<file path="src/rtl/rnn_sampler_pkg.sv">
// Shared definitions for the RNN categorical sampler and the softmax block
// that feeds it: FSM state encoding, default sizing constants and a
// constant-foldable ceiling log2 used to size indices and accumulators.
package rnn_sampler_pkg;

    // Default number of output classes (character vocabulary size).
    localparam int DEFAULT_NUM_CLASSES = 65;

    // Default probability width, unsigned Q0.16.
    localparam int DEFAULT_PROB_WIDTH = 16;

    // Default width of one PRNG sample word.
    localparam int DEFAULT_RAND_WIDTH = 32;

    // Sampler control states.
    typedef enum logic [2:0] {
        ST_IDLE  = 3'd0,
        ST_FETCH = 3'd1,
        ST_LATCH = 3'd2,
        ST_ACCUM = 3'd3,
        ST_DONE  = 3'd4
    } sampler_state_t;

    // Ceiling log2, usable in parameter expressions; never returns less
    // than 1 so that widths derived from it stay legal.
    function automatic int sampler_clog2(input int value);
        int result;
        int remaining;
        result    = 0;
        remaining = value - 1;
        while (remaining > 0) begin
            result    = result + 1;
            remaining = remaining >> 1;
        end
        if (result < 1) begin
            result = 1;
        end
        return result;
    endfunction

endpackage

</file>
<file path="src/rtl/rnn_categorical_sampler.sv">
// Inverse-CDF categorical sampler. Pulls one random word from the PRNG,
// then walks the softmax probability stream, accumulating a running sum
// and picking the first class whose cumulative sum exceeds the random
// fraction. The whole stream is always consumed so upstream framing stays
// aligned, and a rounding deficit falls back to the last class.
module rnn_categorical_sampler
    import rnn_sampler_pkg::*;
#(
    parameter int NUM_CLASSES = DEFAULT_NUM_CLASSES,
    parameter int PROB_WIDTH  = DEFAULT_PROB_WIDTH,
    parameter int RAND_WIDTH  = DEFAULT_RAND_WIDTH,
    parameter int IDX_WIDTH   = sampler_clog2(NUM_CLASSES),
    parameter int ACC_WIDTH   = PROB_WIDTH + sampler_clog2(NUM_CLASSES)
) (
    input  logic                  clock,
    input  logic                  reset,
    input  logic                  start,
    output logic                  busy,
    output logic                  rand_fetch,
    input  logic [RAND_WIDTH-1:0] rand_in,
    input  logic [PROB_WIDTH-1:0] prob_in,
    input  logic                  prob_valid,
    output logic                  prob_ready,
    output logic [IDX_WIDTH-1:0]  sample_index,
    output logic                  sample_valid
);

    localparam logic [IDX_WIDTH-1:0] LAST_INDEX = IDX_WIDTH'(NUM_CLASSES - 1);

    sampler_state_t        state;
    logic [PROB_WIDTH-1:0] rand_frac;
    logic [ACC_WIDTH-1:0]  acc;
    logic [ACC_WIDTH-1:0]  acc_next;
    logic [IDX_WIDTH-1:0]  count;
    logic [IDX_WIDTH-1:0]  idx;
    logic [IDX_WIDTH-1:0]  idx_next;
    logic                  found;
    logic                  found_next;
    logic                  hit;
    logic                  transfer;
    logic                  last_word;

    // Only the top PROB_WIDTH bits of the random word form the fraction.
    generate
        if (RAND_WIDTH > PROB_WIDTH) begin : g_unused_rand
            logic unused_rand_lsbs;
            assign unused_rand_lsbs = ^rand_in[RAND_WIDTH-PROB_WIDTH-1:0];
        end
    endgenerate

    // Status and handshake outputs decode straight from the state so that
    // an asynchronous reset clears them in the same cycle.
    assign busy         = (state != ST_IDLE);
    assign rand_fetch   = (state == ST_FETCH);
    assign prob_ready   = (state == ST_ACCUM);
    assign sample_valid = (state == ST_DONE);

    assign transfer  = prob_ready && prob_valid;
    assign last_word = (count == LAST_INDEX);

    // Running cumulative sum and first-crossing detection for the word on
    // the input this cycle; the compare is strict so a sum equal to the
    // fraction does not select.
    always_comb begin
        acc_next   = acc + ACC_WIDTH'(prob_in);
        hit        = !found && (acc_next > ACC_WIDTH'(rand_frac));
        found_next = found || hit;
        idx_next   = hit ? count : idx;
    end

    // Draw sequencing: fetch, latch the fraction, accumulate every class,
    // then present the chosen index for one cycle.
    always_ff @(posedge clock or posedge reset) begin
        if (reset) begin
            state        <= ST_IDLE;
            rand_frac    <= '0;
            acc          <= '0;
            count        <= '0;
            idx          <= '0;
            found        <= 1'b0;
            sample_index <= '0;
        end else begin
            case (state)
                ST_IDLE: begin
                    if (start) begin
                        state <= ST_FETCH;
                    end
                end
                ST_FETCH: begin
                    state <= ST_LATCH;
                end
                ST_LATCH: begin
                    rand_frac <= rand_in[RAND_WIDTH-1 -: PROB_WIDTH];
                    acc       <= '0;
                    count     <= '0;
                    idx       <= '0;
                    found     <= 1'b0;
                    state     <= ST_ACCUM;
                end
                ST_ACCUM: begin
                    if (transfer) begin
                        acc   <= acc_next;
                        found <= found_next;
                        idx   <= idx_next;
                        count <= count + 1'b1;
                        if (last_word) begin
                            sample_index <= found_next ? idx_next : LAST_INDEX;
                            state        <= ST_DONE;
                        end
                    end
                end
                ST_DONE: begin
                    state <= ST_IDLE;
                end
                default: begin
                    state <= ST_IDLE;
                end
            endcase
        end
    end

endmodule

</file>
<file path="config.mk">
export PLATFORM = sky130hd
export DESIGN_NAME = rnn_categorical_sampler
export DESIGN_NICKNAME = d
export VERILOG_FILES = /design/src/rtl/rnn_sampler_pkg.sv /design/src/rtl/rnn_categorical_sampler.sv
export SDC_FILE = /design/constraint.sdc
export NUM_CORES = 1
export LEC_CHECK = 0
export ABC_AREA = 1
export ABC_CLOCK_PERIOD_IN_PS = 2810
export BUFFER_PORTS_ARGS = -buffer_cell sky130_fd_sc_hd__buf_2
export CORE_ASPECT_RATIO = 0.8
export CORE_UTILIZATION = 45
export CTS_BUF_LIST = sky130_fd_sc_hd__clkbuf_2
export CTS_CLUSTER_DIAMETER = 30
export DETAILED_ROUTE_END_ITERATION = 16
export PLACE_DENSITY_LB_ADDON = 0.08
export SYNTH_ARGS = -nofsm -noshare
export SYNTH_HDL_FRONTEND = slang
export SYNTH_SLANG_ARGS = --single-unit
export TNS_END_PERCENT = 50
</file>
<file path="constraint.sdc">
create_clock -name clock -period 2.81 [get_ports clock]
set_input_delay 0 -clock clock [delete_from_list [all_inputs] [get_ports clock]]
set_output_delay 0 -clock clock [all_outputs]
set_load 0.02 [all_outputs]
</file>
Word level (Yosys, flattened, before mapping)
Index checks and enable logic that the tools add are counted.
{"block": "totals", "output_inout_bits": 11, "reg_bits": 64}
{"block": "classes", "order_cmp": 1, "n_eq_ne": 8, "reduce_logical": 10, "mux": 14, "add_sub_neg": 2}
{"op": "one-hot mux 23 bit (2 select lines)", "count": 1}
{"op": "2-to-1 mux 7 bit", "count": 4}
{"op": "one-hot mux 7 bit (2 select lines)", "count": 2}
{"op": "adder 23 x 16 -> 23 bit", "count": 1}
{"op": "greater-than comparator 23 x 16 -> 1 bit", "count": 1}
{"op": "2-to-1 mux 23 bit", "count": 1}
{"op": "one-hot mux 3 bit (4 select lines)", "count": 1}
{"op": "2-to-1 mux 3 bit", "count": 3}
{"op": "adder 7 x 1 -> 7 bit, second input constant", "count": 1}
{"op": "equality test 7 bit, second input constant", "count": 1}
{"op": "equality test 3 x 2 -> 1 bit, second input constant", "count": 2}
{"op": "AND reduction 3 bit", "count": 2}
{"op": "!= test 2 x 1 -> 1 bit, second input constant", "count": 2}
{"op": "equality test 3 x 1 -> 1 bit, second input constant", "count": 1}
{"op": "equality test 3 bit, second input constant", "count": 1}
{"op": "logical NOT 3 bit", "count": 1}
{"op": "nonzero test 3 bit", "count": 1}
{"op": "logical AND 1 bit", "count": 2}
{"op": "!= test 2 bit, second input constant", "count": 1}
{"op": "one-hot mux 1 bit (2 select lines)", "count": 1}
{"op": "AND reduction 2 bit", "count": 1}
{"op": "nonzero test 2 bit", "count": 1}
{"op": "logical NOT 1 bit", "count": 1}
{"op": "logical OR 1 bit", "count": 1}
{"op": "2-to-1 mux 1 bit", "count": 1}

Depth between registers and ports, before layout
{"block": "logic_depth", "depth_word": 6, "ltp_mapped": 25, "mapped_depth_nobuf": 25}

Worst setup path after synthesis
OpenSTA, ideal clock, no wires.
{"block": "synth_timing", "path_kind": "reg2reg", "from": "register acc[8]", "to": "register sample_index[6]", "setup_ns": 0.122, "arrival_ns": 2.911, "n_path_buf": 0, "path_stages_with_launch": 22, "slack_ns": -0.223, "path_cell_list": "dfrtp_1 ha_1 nand2_2 inv_1 nand2_1 nand2_1 nand3b_1 nand2_1 nand3_1 a31o_2 xnor2_1 inv_1 ha_1 nand4_1 nor3_1 nand4_1 nand2_1 nand3_4 nand2_4 nand2_1 nand2_1 a21oi_1"}
{"block": "synth_via", "elab_chain_cells": 5, "word_cells_on_any_way": 6}
{"element": "start, declared", "line": "rnn_categorical_sampler.sv:32", "source": "logic [ACC_WIDTH-1:0] acc;"}
{"element": "start signal, assigned", "line": "rnn_categorical_sampler.sv:102", "source": "acc <= acc_next;"}
{"element": "adder 23 x 16 -> 23 bit (*)", "line": "rnn_categorical_sampler.sv:65", "source": "acc_next = acc + ACC_WIDTH'(prob_in);"}
{"element": "greater-than comparator 23 x 16 -> 1 bit (*)", "line": "rnn_categorical_sampler.sv:66", "source": "hit = !found && (acc_next > ACC_WIDTH'(rand_frac));"}
{"element": "logical AND 1 bit (*)", "line": "rnn_categorical_sampler.sv:66"}
{"element": "2-to-1 mux 7 bit / logical OR 1 bit (equally long branches)", "line": "rnn_categorical_sampler.sv:68, rnn_categorical_sampler.sv:67"}
{"element": "2-to-1 mux 7 bit (*)", "line": "rnn_categorical_sampler.sv:107", "source": "sample_index <= found_next ? idx_next : LAST_INDEX;"}
{"element": "end signal, assigned", "line": "rnn_categorical_sampler.sv:107"}
{"element": "end, declared", "line": "rnn_categorical_sampler.sv:24", "source": "output logic [IDX_WIDTH-1:0] sample_index,"}
Mark *: on every way between the ends. The rest lies on a longest branch, timed or not.
A chain may end at the register's enable or synchronous reset.

Worst setup path after layout
{"block": "layout_timing", "from": "register acc[8]", "to": "register idx[6]"}
{"block": "layout_via", "elab_chain_cells": 6}
{"element": "adder 23 x 16 -> 23 bit", "line": "rnn_categorical_sampler.sv:65"}
{"element": "greater-than comparator 23 x 16 -> 1 bit", "line": "rnn_categorical_sampler.sv:66"}
{"element": "logical AND 1 bit", "line": "rnn_categorical_sampler.sv:66"}
{"element": "2-to-1 mux 7 bit", "line": "rnn_categorical_sampler.sv:68", "source": "idx_next = hit ? count : idx;"}
{"element": "2-to-1 mux 7 bit", "line": "rnn_categorical_sampler.sv:101", "source": "if (transfer) begin"}
{"element": "one-hot mux 7 bit (2 select lines)", "line": "rnn_categorical_sampler.sv:83", "source": "case (state)"}
{"element": "end signal, assigned", "line": "rnn_categorical_sampler.sv:104", "source": "idx <= idx_next;"}
{"element": "end, declared", "line": "rnn_categorical_sampler.sv:35", "source": "logic [IDX_WIDTH-1:0] idx;"}
No other way between the ends. The select of a mux whose other input is x is not followed.

==> metrics.cfg <==
[run_status]
status=finished with violations
violations=DRC, setup timing

[yosys]
syn_inst=586
syn_area_sq_mm=0.00436
synth_edf_count=0
yosys.area.top_type=dfrtp_1
synth_nets=673
async_reset_ff_share_pct=100
ys_dominant_reg_cell=dfrtp_1
synth.area.top_cells=dfrtp_1 (37%), nand2_1 (14%), ha_1 (9.8%)
yosysMostFrequentCell=nand2_1
yosysWarnings=0
synth-seq-cells=64
synth_top_area_share_pct=36.7
synth.avg_cell_area_sq_um=7.44
synth.distinct_cells=36
synth_commonest_cells=nand2_1 (167), inv_1 (80), dfrtp_1 (64)
ys_seq_area_share_pct=36.7

[detailed_routing]
drt-vias-per-instance=5.02
drc_errors=2
drtIter0Drc=205
routed_wl_um=12600
drtPass1Iterations=10
routedWlPerCell_um=14.3
ant_nets=0
dr_total_vias=4399

[placement]
routabilityCongestion=0.931
hpwl_um=9090
place_ws_ns=-0.559
port_buffers=46

[sta]
fmax_ghz=0.305
min_period_ns=3.27
layout_setup_ws_ns=-0.465
max-slew-margin-rel_pct=56.8
hold_viol_final=0
grt_setup_unrepaired=true
worst_pin_slew_ns=0.647
slew_violations=0
fin_skew_ns=0.0518
setup-violations-final=15
fin_setup_tns_ns=-6.43
finalCritPeriodShare_pct=117

[run]
maxCapViolations=0

[clocking]
numCtsBuffers=9
htreeDepth=3
cts_tree=built
cts.sinks=64
clkTransAtPathRegs_ns=0.25
clockBufferDepth=2
cts-root-buf=clkbuf_2
clock_latency_ns=0.57

[global_routing]
overflow=0
grt_max_degree=35
grt_pass1_vias=4293
track_usage_pct=26.3
antenna_found_initial=0
grt_pass1_wl_um=20700

[final_layout]
n_fill_cell=778
layout-area-overhead-vs-synth_pct=42.2
post_route_cells_drive_above_1_share_pct=34.4
diodes=0
nets=843

[setup_path]
path_class=flip-flop to flip-flop
cp.arrival_ns=3.70
path_max_fanout=8
startpoint_type=flip-flop
required_ns=3.23
end_kind=flip-flop

[die]
die-area_sq_mm=0.0101
io_pins=63
core_sq_mm=0.00923
num_rows=31
die_y_um=90.1
dieWidth_um=112
start_util_pct=47.2

[pwr]
power_frac_comb_pct=66.9
power_switching_mw=2.85
p_seq_share_pct=20.8
p_clk_share_pct=12.3
peakVddDrop_mv=0.832
power_density_mw_per_mm2=1020
leakage_nw=3.25
p_sw_share_pct=45.0
p_int_mw=3.48

[min_path]
hold_class=input port to flip-flop

[final timing paths]
path	slack [ns]	to	startpoint	cells after the start
max	-0.46	idx[6]$_DFFE_PP0P_	acc[8]$_DFFE_PP0P_	21
min	0.05	acc[1]$_DFFE_PP0P_	prob_in[1]	4
max reg2reg	-0.46	idx[6]$_DFFE_PP0P_	acc[8]$_DFFE_PP0P_	21
min reg2reg	0.50	sample_index[1]$_DFFE_PP0P_	sample_index[1]$_DFFE_PP0P_	2
max in group asynchronous	2.01	rand_frac[1]$_DFFE_PP0P_	reset	4
min in group asynchronous	0.06	rand_frac[2]$_DFFE_PP0P_	reset	3
[power groups by stage]
| stage | clock (mW) | combinational [mW] | sequential, mW |
|---|---|---|---|
| global placement | 0 | 3.44 | 1.32 |
| global route | 0.822 | 4.66 | 1.34 |
| finish | 0.777 | 4.23 | 1.32 |
| floorplan | 0 | 2.22 | 1.30 |
| detailed placement | 0 | 3.52 | 1.33 |
| CTS | 0.788 | 3.98 | 1.32 |
[final cells by class]
class / count / area [sq um] / share of cell area, %
Timing Repair Buffer: 168 / 1210 / 19.5
Sequential cell: 64 / 1600 / 25.8
Clock buffer: 9 / 45.0 / 0.726
Inverter: 87 / 327 / 5.27
Tap cell: 115 / 144 / 2.32
Clock inverter: 7 / 119 / 1.92
Multi-Input combinational cell: 426 / 2760 / 44.4
[metal layers]
layer	vias to the layer above	global-route usage, %	routed length (um)	share of wire (%)
li1	2226	-	-	-
met1	2047	36.8	6320	50
met2	112	41.8	5470	44
met3	14	4.99	620	4.9
met4	0	6.89	150	1.2
met5	-	0	0	0
[state kept, by name, summed over array words and instances, names as in the netlist]
name	flops
acc	23
rand_frac	16
count	7
idx	7
sample_index	7
state	3
found	1
[kinds of logic after synthesis]
logic type / after synthesis / share of synthesized area (%)
XOR/XNOR: 14 / 2.81
flip-flops: 64 / 36.7
AO/OA/AOI/OAI: 77 / 10.4
buffers and inverters: 96 / 8.38
adder cells (fa/ha/maj): 35 / 10.2
AND/OR/NAND/NOR: 300 / 31.5
[layout by cell type, fill, tap and decap left out, types with 13 or more instances in the layout]
master and count:
nand2_1 157, dlygate4sd3_1 24, buf_2 46, inv_2 13, a21oi_1 19, dfrtp_1 64, inv_1 73, nor2_1 32
nand2_2 36, nand3_1 24, buf_4 97, o21ai_0 26, ha_1 22
[worst max-delay path, stage by stage, from the launching register on]
cell      delay, ns
dfrtp_1        0.47
ha_4           0.25
nand2_2        0.07
nand2_2        0.05
inv_2          0.04
nand2_1        0.05
nand3b_1       0.19
nand2_2        0.12
nand3_2        0.08
a31o_4         0.27
xnor2_4        0.19
inv_2          0.06
ha_4           0.26
nand4_1        0.09
nor3_2         0.19
nand4_1        0.12
nand2_2        0.13
nand3_4        0.15
nand2_8        0.14
nand2_2        0.06
nand2_2        0.07
o21ai_1        0.06
[timing repair]
action | in CTS | in global routing
pin swaps | 24 | 26
setup endpoints to repair | 15 | 15
setup buffers | 13 | 3
hold buffers | 24 | 0
endpoints found under the hold margin | 55 | 0
gates resized for setup | 31 | 19
[per-stage QoR]
step	hold WS, ns	util (%)	cells	cell area [sq um]	power, mW
6_report	0.0485	67.2	876	6200	6.33
5_1_grt	0.0293	67.2	876	6200	6.82
4_1_cts	0.0240	66.0	873	6090	6.09
3_5_place_dp	0.124	58.8	820	5420	4.86
3_3_place_gp	0.119	58.8	820	5420	4.76
2_1_floorplan	0.117	-	586	4470	3.51
Note: power is estimated with default switching activity, not from simulation.
